==> src/rtl/sae_stream_driver.sv <==
// Streaming initiator for the sae byte-crypto core: takes one command, feeds input bytes
// to sae one request at a time and returns each result on a buffered output stream.
module sae_stream_driver #(
    parameter int LEN_W   = 8,
    parameter int TIMEOUT = 16
) (
    input  logic             clk,
    input  logic             rst_n,
    input  logic             cmd_valid,
    output logic             cmd_ready,
    input  logic [1:0]       cmd_op,
    input  logic [7:0]       cmd_key,
    input  logic [LEN_W-1:0] cmd_len,
    input  logic             in_valid,
    output logic             in_ready,
    input  logic [7:0]       in_data,
    output logic             out_valid,
    input  logic             out_ready,
    output logic [7:0]       out_data,
    output logic             out_last,
    output logic [1:0]       sae_mode,
    output logic [7:0]       sae_data_input,
    output logic [7:0]       sae_key_input,
    output logic             sae_inputs_valid,
    input  logic [7:0]       sae_data_output,
    input  logic             sae_output_ready,
    input  logic             sae_err_ptxt,
    input  logic             sae_err_seckey,
    input  logic             sae_err_ctxt,
    output logic             done,
    output logic [2:0]       err_code,
    output logic [LEN_W-1:0] byte_count
);

    localparam int TW = $clog2(TIMEOUT + 1);

    localparam logic [1:0] OP_ILLEGAL = 2'b00;
    localparam logic [1:0] OP_KEYGEN  = 2'b01;

    localparam logic [2:0] ERR_NONE    = 3'd0;
    localparam logic [2:0] ERR_SECKEY  = 3'd1;
    localparam logic [2:0] ERR_PTXT    = 3'd2;
    localparam logic [2:0] ERR_CTXT    = 3'd3;
    localparam logic [2:0] ERR_TIMEOUT = 3'd4;
    localparam logic [2:0] ERR_ILLOP   = 3'd5;

    typedef enum logic [2:0] {
        IDLE,
        FETCH,
        ISSUE,
        WAIT,
        EMIT,
        DRAIN,
        FIN
    } state_t;

    state_t state, state_nxt;

    logic [1:0]       op_q;
    logic [7:0]       key_q;
    logic [7:0]       data_q;
    logic [7:0]       result_q;
    logic [LEN_W-1:0] len_q;
    logic [LEN_W-1:0] consumed_q;
    logic [LEN_W-1:0] byte_count_q;
    logic [2:0]       err_q;
    logic [TW-1:0]    timer_q;

    logic is_keygen;
    logic all_consumed;
    logic last_byte;
    logic resp_err;
    logic resp_any;
    logic timed_out;

    assign is_keygen    = (op_q == OP_KEYGEN);
    assign all_consumed = (consumed_q == len_q);
    assign last_byte    = is_keygen || all_consumed;
    assign resp_err     = sae_err_seckey || sae_err_ptxt || sae_err_ctxt;
    assign resp_any     = sae_output_ready || resp_err;
    // Timer starts at 0 in the first WAIT cycle, so TIMEOUT-2 is the last cycle before
    // the error lands exactly TIMEOUT cycles after the request strobe.
    assign timed_out    = (timer_q == TW'(TIMEOUT - 2));

    assign err_code   = err_q;
    assign byte_count = byte_count_q;

    always_ff @(posedge clk) begin
        if (!rst_n) begin
            state <= IDLE;
        end else begin
            state <= state_nxt;
        end
    end

    always_comb begin
        state_nxt        = state;
        cmd_ready        = 1'b0;
        in_ready         = 1'b0;
        out_valid        = 1'b0;
        out_data         = 8'h00;
        out_last         = 1'b0;
        sae_mode         = 2'b00;
        sae_data_input   = 8'h00;
        sae_key_input    = 8'h00;
        sae_inputs_valid = 1'b0;
        done             = 1'b0;
        case (state)
            IDLE: begin
                cmd_ready = 1'b1;
                if (cmd_valid) begin
                    if (cmd_op == OP_ILLEGAL) begin
                        state_nxt = FIN;
                    end else if (cmd_op == OP_KEYGEN) begin
                        state_nxt = ISSUE;
                    end else if (cmd_len == '0) begin
                        state_nxt = FIN;
                    end else begin
                        state_nxt = FETCH;
                    end
                end
            end
            FETCH: begin
                in_ready = 1'b1;
                if (in_valid) begin
                    state_nxt = ISSUE;
                end
            end
            ISSUE: begin
                sae_inputs_valid = 1'b1;
                sae_mode         = op_q;
                sae_key_input    = key_q;
                sae_data_input   = data_q;
                state_nxt        = WAIT;
            end
            WAIT: begin
                sae_mode       = op_q;
                sae_key_input  = key_q;
                sae_data_input = data_q;
                if (resp_any && !resp_err) begin
                    state_nxt = EMIT;
                end else if (resp_err || timed_out) begin
                    // Unconsumed input must still be drained so the stream stays aligned.
                    state_nxt = last_byte ? FIN : DRAIN;
                end
            end
            EMIT: begin
                out_valid = 1'b1;
                out_data  = result_q;
                out_last  = last_byte;
                if (out_ready) begin
                    state_nxt = last_byte ? FIN : FETCH;
                end
            end
            DRAIN: begin
                in_ready = 1'b1;
                if (in_valid && (consumed_q + LEN_W'(1) == len_q)) begin
                    state_nxt = FIN;
                end
            end
            FIN: begin
                done      = 1'b1;
                state_nxt = IDLE;
            end
            default: begin
                state_nxt = IDLE;
            end
        endcase
    end

    always_ff @(posedge clk) begin
        if (!rst_n) begin
            op_q         <= 2'b00;
            key_q        <= 8'h00;
            data_q       <= 8'h00;
            result_q     <= 8'h00;
            len_q        <= '0;
            consumed_q   <= '0;
            byte_count_q <= '0;
            err_q        <= ERR_NONE;
            timer_q      <= '0;
        end else begin
            case (state)
                IDLE: begin
                    if (cmd_valid) begin
                        op_q         <= cmd_op;
                        key_q        <= cmd_key;
                        len_q        <= cmd_len;
                        data_q       <= 8'h00;
                        consumed_q   <= '0;
                        byte_count_q <= '0;
                        err_q        <= (cmd_op == OP_ILLEGAL) ? ERR_ILLOP : ERR_NONE;
                    end
                end
                FETCH: begin
                    if (in_valid) begin
                        data_q     <= in_data;
                        consumed_q <= consumed_q + LEN_W'(1);
                    end
                end
                ISSUE: begin
                    timer_q <= '0;
                end
                WAIT: begin
                    if (sae_err_seckey) begin
                        err_q <= ERR_SECKEY;
                    end else if (sae_err_ptxt) begin
                        err_q <= ERR_PTXT;
                    end else if (sae_err_ctxt) begin
                        err_q <= ERR_CTXT;
                    end else if (sae_output_ready) begin
                        result_q <= sae_data_output;
                    end else if (timed_out) begin
                        err_q <= ERR_TIMEOUT;
                    end else begin
                        timer_q <= timer_q + TW'(1);
                    end
                end
                EMIT: begin
                    if (out_ready && (byte_count_q != {LEN_W{1'b1}})) begin
                        byte_count_q <= byte_count_q + LEN_W'(1);
                    end
                end
                DRAIN: begin
                    if (in_valid) begin
                        consumed_q <= consumed_q + LEN_W'(1);
                    end
                end
                default: begin
                end
            endcase
        end
    end

endmodule

==> config.mk <==
export PLATFORM = sky130hd
export DESIGN_NAME = sae_stream_driver
export DESIGN_NICKNAME = d
export VERILOG_FILES = /design/src/rtl/sae_stream_driver.sv
export SDC_FILE = /design/constraint.sdc
export NUM_CORES = 1
export LEC_CHECK = 0
export ABC_AREA = 1
export CAP_MARGIN = 0
export CORE_MARGIN = 2
export CORE_UTILIZATION = 35
export CTS_CLUSTER_SIZE = 12
export DETAILED_ROUTE_END_ITERATION = 10
export PLACE_DENSITY = 0.6
export SYNTH_ARGS = -nofsm -noshare
export SYNTH_HDL_FRONTEND = slang
export SYNTH_SLANG_ARGS = --single-unit
==> constraint.sdc <==
create_clock -name clk -period 1.8 [get_ports clk]
set_input_delay 0.36 -clock clk [delete_from_list [all_inputs] [get_ports clk]]
set_output_delay 0.36 -clock clk [all_outputs]
set_load 0.1 [all_outputs]
# Word level (Yosys, flattened, before mapping)
# Cells that the tools add are included.
[totals]
mem_bits_rw = 0
ff_bits = 61
rom_bits = 0
out_inout_bits = 43
wordCells = 112
memories = 0
latchBits = 0
inputBits = 43
[classes]
n_reduce_logical = 27
mux = 43
n_eq_ne = 26
add_sub_neg = 3
div_mod_pow = 0
n_shift = 0
mul = 0
bitwise = 3
n_lt_le_gt_ge = 0
[ops]
columns = ["cell", "n"]
rows = [
  ["$mux W8", 7],
  ["$mux W3", 17],
  ["$pmux W8 S2", 3],
  ["$mux W5", 5],
  ["$ne A2 B2 Y1 const B", 10],
  ["$pmux W3 S6", 1],
  ["$add A8 B1 Y8 const B", 2],
  ["$eq A8 B8 Y1", 2],
  ["$ne A5 B5 Y1 const B", 2],
  ["$pmux W5 S2", 1],
  ["$reduce_and A5 Y1", 2],
  ["$reduce_bool A2 Y1", 5],
  ["$eq A3 B3 Y1 const B", 3],
  ["$reduce_and A3 Y1", 3],
  ["$logic_not A8 Y1", 1],
  ["$ne A8 B8 Y1 const B", 1],
  ["$eq A3 B2 Y1 const B", 2],
  ["$mux W1", 6],
  ["$pmux W3 S2", 1],
  ["$reduce_and A6 Y1", 1],
  ["$add A5 B1 Y5 const B", 1],
  ["$eq A5 B4 Y1 const B", 1],
  ["$logic_or A1 B1 Y1", 5],
  ["$eq A2 B1 Y1 const B", 2],
  ["other kinds (12)", 18],
]

# Depth between registers and ports, before layout
# Gate-level depths: netlist of the first run.
[depth]
depth_word = 7
mapped_depth = 13
mapped_depth_nobuf = 13

# Worst setup path after synthesis of the first run
# OpenSTA, ideal clock, no wires.
[synth_path]
path_kind = "register to output"
startpoint = "register state[1]"
endpoint = "output done"
setup_slack_ns = -1.109
stages_incl_launch_ff = 3
n_path_buf = 0
t_arrival_ns = 2.549
t_required_ns = 1.440
path_cell_list = "dfxtp_1 inv_2 nor3_1"
[synth_via]
elab_chain_len = 2
[synth_lines]
columns = ["element", "line_no", "rtl"]
rows = [
  ["start, declared", "57", "state_t state, state_nxt;"],
  ["start signal, assigned", "92", "state <= state_nxt;"],
  ["$eq A3 B3 Y1", "108", "case (state)"],
  ["$mux W1", "108", ""],
  ["end, declared", "30", "output logic done,"],
]
# No other way between the ends.

# Worst setup path after layout of the first run
[layout_path]
startpoint = "register consumed_q[5]"
endpoint = "output out_last"
[layout_via]
elab_chain_len = 3
[layout_lines]
columns = ["element", "line_no", "rtl"]
rows = [
  ["start, declared", "64", "logic [LEN_W-1:0] consumed_q;"],
  ["start signal, assigned", "198", "consumed_q <= consumed_q + LEN_W'(1);"],
  ["start signal, assigned", "226", "consumed_q <= consumed_q + LEN_W'(1);"],
  ["$eq A8 B8 Y1", "77", "assign all_consumed = (consumed_q == len_q);"],
  ["$logic_or A1 B1 Y1", "78", "assign last_byte = is_keygen || all_consumed;"],
  ["$mux W1", "108", ""],
  ["end, declared", "20", "output logic out_last,"],
]
# No other way between the ends.

==> results of run 1 <==
==> Yosys cell counts (all sizes together) <==
master  number
a31oi        1
a211oi       7
nand3       21
nor3        12
or2          1
nor3b        2
a221oi       1
o21ai       39
xnor2        3
nand3b       1
nor2        70
xor2         5
nand2       95
buf          7
o211ai       2
clkinv       1
dfxtp       61
a21oi       58
nand4        5
clkbuf       7
inv         81
ha           4
o22ai        1
==> registers in the layout, indices dropped and copies added (netlist names), 5 cells and up <==
signal	flops
data_q	8
len_q	8
key_q	8
timer_q	5
byte_count	8
result_q	8
consumed_q	8
==> how the worst min path moves through the flow <==
stage	startpoint	endpoint	slack, ns	cells after the start
6_report	data_q[5]	data_q[5]	0.47	2
5_1_grt	data_q[6]	data_q[6]	0.50	2
4_1_cts	data_q[2]	data_q[2]	0.47	2
3_3_place_gp	data_q[2]	data_q[2]	0.46	2
3_5_place_dp	data_q[2]	data_q[2]	0.46	2
2_1_floorplan	data_q[2]	data_q[2]	0.44	2
==> through the flow <==
| step | cell area, sq um | hold WS [ns] |
|---|---|---|
| final | 5830 | 0.471 |
| after global routing | 5830 | 0.496 |
| after CTS | 5680 | 0.468 |
| after detailed placement | 5200 | 0.457 |
| after global placement | 5200 | 0.456 |
| after floorplan | 3630 | 0.444 |
==> power by group <==
part / internal, uW / total, uW / switching (uW)
clock: 752 / 1300 / 547
combinational: 1790 / 4570 / 2780
sequential: 1590 / 1760 / 173
total: 4130 / 7630 / 3500
==> what timing repair did <==
action,4_1_cts,5_1_grt
setup endpoints to repair,27,45
pin swaps,14,13
hold endpoints to repair,0,0
setup buffers,12,6
resized for setup,42,37
hold buffers,0,0
gates cloned,3,0
==> critical path: cells and delay by family (launching register included) <==
family          cells  cell delay, ns
buf+inv             1            0.20
simple gates        3            0.28
flops               1            0.35
compound gates      1            0.20
xor+xnor            1            0.22
==> per-layer routing <==
metal  global-route usage, %  part of all wire, %  vias up
met3                    4.85                  5.3       17
met5                       0                    0        -
met2                    34.3                   49       88
li1                        -                    -     1825
met4                    7.90                  1.6        0
met1                    26.3                   45     1618
==> final cells by class <==
type	instances	area, sq um
Fill cell	767	3330
Multi-Input combinational cell	328	2070
Timing Repair Buffer	136	1810
Sequential cell	61	1270
Inverter	82	332
Clock buffer	13	169
Tap cell	111	139
Clock inverter	3	41.3
==> kinds of logic after synthesis <==
| group | Yosys count | synth area share (%) |
|---|---|---|
| AND/OR/NAND/NOR | 207 | 28.6 |
| XOR/XNOR | 8 | 2.14 |
| AO/OA/AOI/OAI | 109 | 18.5 |
| flip-flops | 61 | 37.2 |
| buffers and inverters | 96 | 12.0 |
| adder cells (fa/ha/maj) | 4 | 1.53 |
==> impl_results.md, run 1 <==
- Commonest non-fill, non-tap cells in the layout: 72 x sky130_fd_sc_hd__nand2_1, 60 x sky130_fd_sc_hd__inv_1, 53 x sky130_fd_sc_hd__a21oi_1, 49 x sky130_fd_sc_hd__buf_12, 42 x sky130_fd_sc_hd__clkdlybuf4s50_1
- Critical path capture point type: output port
- CP dominant cell by count: sky130_fd_sc_hd__nand2_2
- Number of buffers added by the clock tree synthesis step: 9
- Slew HR: 79.1%
- Fraction of the yosys area taken by sequential cells: 37.2%
- Fmax: 0.510 GHz
- Global route overflow: 0
- Via count: 3548
- Worst hold-check path type: reg -> reg
- Final routed wire length divided by cell count: 13.8 microns
- ANT nets after route: 0
- Area added between synthesis and finish: 77.6%
- YS warnings: 0
- Flop and latch count out of synthesis: 61
- HPWL after detailed placement: 7140 microns
- Kind of critical path: reg -> out
- Clock tree buffer depth: 2
- Maximum number of pins on one net before global-route repair: 32
- Max-Cap Viols: 0
- Post-Place Cells: 697
- Number of global-route vias before repair: 3617
- Worst flop-to-flop path endpoint: result_q[4]
- Total Nets Final: 665
- 1st-iter DRT viols: 148
- GP Congestion: 0.865
- Final setup slack of the worst path: -0.161 ns
- Required arrival time at the worst endpoint: 1.44 ns
- Final Critical Period: 1.96 ns
- CTS tree: done
- Most common cell after layout, fill and taps aside: sky130_fd_sc_hd__nand2_1
- Share of cells above drive strength 1: 38.0%
- Y dimension of the die: 101 microns
- Synthesized netlist net count: 532
- Std cell rows: 35
- Post-detailed-route DRC marker count: 0
- Final-report max-slew violation count: 0
- Total Die Area: 0.0102 sq mm
- Arrival time reported for the critical path endpoint: 1.60 ns
- Number of failing setup endpoints in the final timing report: 20
- Fin cells: 734
- Critical path capture point: out_last
- Violations in the final reports: negative setup slack
- Startpoint type of the worst setup path: flip-flop
- Post-synthesis instance total: 485
- RSZ-0062 raised after global routing: true
- Worst vdd ir: 779 uV
- Part of the cycle the worst path needs: 109%
- Pwr per Cell Area: 1310 mW/mm^2
- I/O pin total: 86
- Number of clock sinks: 61
- Root buffer cell: sky130_fd_sc_hd__clkbuf_8
- Aggregate routed wire length: 10100 microns
- Area of the placeable core: 0.00915 sq mm
- Transition time at the pin with the least slew margin: 0.313 ns
- Peak fanout along the critical path: 5
- Final-report hold violation count: 0
- Tot Pwr: 7630 uW
- Average via count per standard cell: 4.83
- Yosys top cell by area: sky130_fd_sc_hd__dfxtp_1
- Logic depth of the worst register-to-register path: 11
- Clock-pin slew on the worst setup and hold paths: 0.07 ns
- Initial Util: 35.8%
- Fin Clk Skew: 0.00326 ns
- Final cell utilization of the core: 63.7%
- Post-synthesis instance area: 0.00328 sq mm
- Antenna violations before repair: 0
- Ranking of synthesized cells by area: sky130_fd_sc_hd__dfxtp_1 37%, sky130_fd_sc_hd__nand2_1 10%, sky130_fd_sc_hd__a21oi_1 8.5%
- Max H-tree Level: 3
- R2R Setup Slk: 0.10 ns
- Die Span X: 101 microns
- Global-route wire length before repair: 16700 microns
- Mean instance size in the synthesized netlist: 6.76 sq um
- Delay of the slowest cell on the worst path: 0.35 ns
- Worst setup slack after placement: -0.132 ns
- Total Routing Usage GR: 20.8%
- Worst-path cell chain: xnor2_2, nand2_2, nor2_4, nand2_2, a21oi_4, buf_12
- Slowest CP cell: sky130_fd_sc_hd__dfxtp_2
- Clk_lat worst skew: 0.35 ns
- Area share of the largest cell type after synthesis: 37.2%
- Ant. Diodes: 0
- Critical path origin: consumed_q[5]
- Post-synthesis cell type count: 39
- # port buffers: 85
- Leak pwr: 0.00228 uW
- Run status: finished with violations
- Start of the worst register-to-register path: state[1]
- Length of the first detailed-routing pass in iterations: 4
- Total Negative Setup Slacks: -1.11 ns
(Power assumes the default switching activity.)
==> inputs of run 2 (changes only) <==
Settings changed: MAX_ROUTING_LAYER set to met4.
==> impl_results.md, run 2 (synthesis results as in run 1) <==
- Run status: finished with violations (unchanged)
- Violations in the final reports: negative setup slack (unchanged)
- Number of global-route vias before repair: 3613 (was 3617)
- 1st-iter DRT viols: 148 (unchanged)
- Std cell rows: 35 (unchanged)
- Global route overflow: 0 (unchanged)
- Area added between synthesis and finish: 77.6% (unchanged)
- I/O pin total: 86 (unchanged)
- Share of cells above drive strength 1: 38.0% (unchanged)
- WHS Path Cells: 2 (unchanged)
- Via count: 3545 (was 3548)
- Final-report hold violation count: 0 (unchanged)
- Most common cell after layout, fill and taps aside: sky130_fd_sc_hd__nand2_1 (unchanged)
- # port buffers: 85 (unchanged)
- Total Nets Final: 665 (unchanged)
- Final setup slack of the worst path: -0.153 ns (was -0.161 ns)
- Hold Worst Slack: 0.471 ns (about the same)
- Tot Pwr: 7620 uW (was 7630 uW)
- Clk_lat worst skew: 0.35 ns (about the same)
- R2R Setup Slk: 0.09 ns (was 0.10 ns)
- Length of the first detailed-routing pass in iterations: 4 (unchanged)
- CTS tree: done (unchanged)
- GP Congestion: 0.879 (was 0.865)
- Initial Util: 35.8% (unchanged)
- Fmax: 0.512 GHz (was 0.510 GHz)
- Min-Delay Endpoint: data_q[5] (unchanged)
- Leak pwr: 0.00228 uW (unchanged)
- Global-route wire length before repair: 16700 microns (about the same)
- Antenna violations before repair: 0 (unchanged)
- Fin Clk Skew: 0.00324 ns (was 0.00326 ns)
- Slew HR: 79.1% (about the same)
- Ant. Diodes: 0 (unchanged)
- Max-Cap Viols: 0 (unchanged)
- Worst vdd ir: 778 uV (was 779 uV)
- Delay of the slowest cell on the worst path: 0.35 ns (about the same)
- Start of the worst register-to-register path: state[1] (unchanged)
- Final Critical Period: 1.95 ns (was 1.96 ns)
- Startpoint type of the worst setup path: flip-flop (unchanged)
- Clock tree buffer depth: 2 (unchanged)
- Final-report max-slew violation count: 0 (unchanged)
- Clock-pin slew on the worst setup and hold paths: 0.07 ns (about the same)
- Arrival time reported for the critical path endpoint: 1.59 ns (was 1.60 ns)
- Hold path startpoint: data_q[5] (unchanged)
- Average via count per standard cell: 4.83 (about the same)
- Pwr per Cell Area: 1310 mW/mm^2 (about the same)
- Worst flop-to-flop path endpoint: result_q[4] (unchanged)
- Critical path capture point type: output port (unchanged)
- Number of buffers added by the clock tree synthesis step: 9 (unchanged)
- Worst hold-check path type: reg -> reg (unchanged)
- Slowest CP cell: sky130_fd_sc_hd__dfxtp_2 (unchanged)
- Total Die Area: 0.0102 sq mm (unchanged)
- Number of failing setup endpoints in the final timing report: 20 (unchanged)
- Post-detailed-route DRC marker count: 0 (unchanged)
- Maximum number of pins on one net before global-route repair: 32 (unchanged)
- Required arrival time at the worst endpoint: 1.44 ns (about the same)
- Logic depth of the worst register-to-register path: 11 (unchanged)
- Die Span X: 101 microns (unchanged)
- Part of the cycle the worst path needs: 108% (was 109%)
- HPWL after detailed placement: 7140 microns (unchanged)
- Max H-tree Level: 3 (unchanged)
- RSZ-0062 raised after global routing: true (unchanged)
- Worst-path cell chain: xnor2_2, nand2_2, nor2_4, nand2_2, a21oi_4, buf_12 (unchanged)
- Kind of critical path: reg -> out (unchanged)
- Commonest non-fill, non-tap cells in the layout: 72 x sky130_fd_sc_hd__nand2_1, 60 x sky130_fd_sc_hd__inv_1, 53 x sky130_fd_sc_hd__a21oi_1, 49 x sky130_fd_sc_hd__buf_12, 42 x sky130_fd_sc_hd__clkdlybuf4s50_1 (unchanged)
- ANT nets after route: 0 (unchanged)
- Area of the placeable core: 0.00915 sq mm (unchanged)
- Root buffer cell: sky130_fd_sc_hd__clkbuf_8 (unchanged)
- Peak fanout along the critical path: 5 (unchanged)
- Total Routing Usage GR: 21.4% (was 20.8%)
- CTS hold repair buffers: 0 (unchanged)
- Y dimension of the die: 101 microns (unchanged)
- Number of clock sinks: 61 (unchanged)
- CP dominant cell by count: sky130_fd_sc_hd__nand2_2 (unchanged)
- Transition time at the pin with the least slew margin: 0.312 ns (was 0.313 ns)
- Aggregate routed wire length: 10100 microns (about the same)
- Final routed wire length divided by cell count: 13.8 microns (about the same)
==> run 2: cell counts in the layout (fill, tap and decap cells not counted) <==
No cell type changed its count.
==> run 2: metrics by stage <==
stage / TNS, ns / cells / instance area, sq um / utilization (%) / setup WS (ns)
2_1_floorplan: -7.34 / 485 / 3630 / - / -0.285
3_3_place_gp: -0.330 / 697 / 5200 / 56.8 / -0.0490
3_5_place_dp: -1.09 / 697 / 5200 / 56.8 / -0.132
4_1_cts: -1.37 / 728 / 5680 / 62.0 / -0.178
5_1_grt: -2.35 / 734 / 5830 / 63.7 / -0.234
6_report: -1.18 / 734 / 5830 / 63.7 / -0.153
==> run 2: cell type report <==
cell class	instances	area, sq um
clock buffer	13	169
sequential	61	1270
fill	767	3330
timing repair buffer	136	1810
tap	111	139
multi-input combinational	328	2070
inverter	82	332
clock inverter	3	41.3
==> run 2: repair_timing <==
item / 4_1_cts / 5_1_grt
gates cloned: 3 / 0
setup buffers: 12 / 6
gates resized for setup: 42 / 37
endpoints found under the setup margin: 27 / 45
pin swaps: 14 / 13
==> run 2: how the worst max path moves through the flow <==
| stage | start | endpoint | cells after the start |
|---|---|---|---|
| 2_1_floorplan | state[2] | done | 2 |
| 3_3_place_gp | sae_err_ctxt | timer_q[4] | 11 |
| 3_5_place_dp | sae_err_ctxt | state[0] | 10 |
| 4_1_cts | len_q[3] | out_last | 7 |
| 5_1_grt | consumed_q[5] | out_last | 6 |
| 6_report | consumed_q[5] | out_last | 6 |
==> run 2: per-layer routing <==
layer,GRT usage [%],vias to the layer above,share of wire [%]
li1,-,1824,-
met1,26.6,1609,44
met2,34.2,93,48
met3,4.51,19,5.1
met4,7.90,0,2.0
met5,-,-,0
==> run 2: power by group <==
part | leakage (uW) | internal, uW | total [uW] | switching, uW
Combinational | 0.00166 | 1790 | 4570 | 2770
Clock | 0.000110 | 752 | 1300 | 544
Sequential | 0.000508 | 1590 | 1760 | 172
Total | 0.00228 | 4130 | 7620 | 3490
==> run 2: worst max-delay path: cells and delay by family (launching register included) <==
family | cells | cell delay (ns)
XOR/XNOR | 1 | 0.21
AO/OA/AOI/OAI | 1 | 0.20
flip-flops | 1 | 0.35
buffers and inverters | 1 | 0.20
AND/OR/NAND/NOR | 3 | 0.27
==> inputs of run 3 (changes only) <==
Settings changed: CTS_CLUSTER_DIAMETER set to 120.
==> results of run 3 <==
No change in the layout: final DEF, timing and power equal those of run 2.
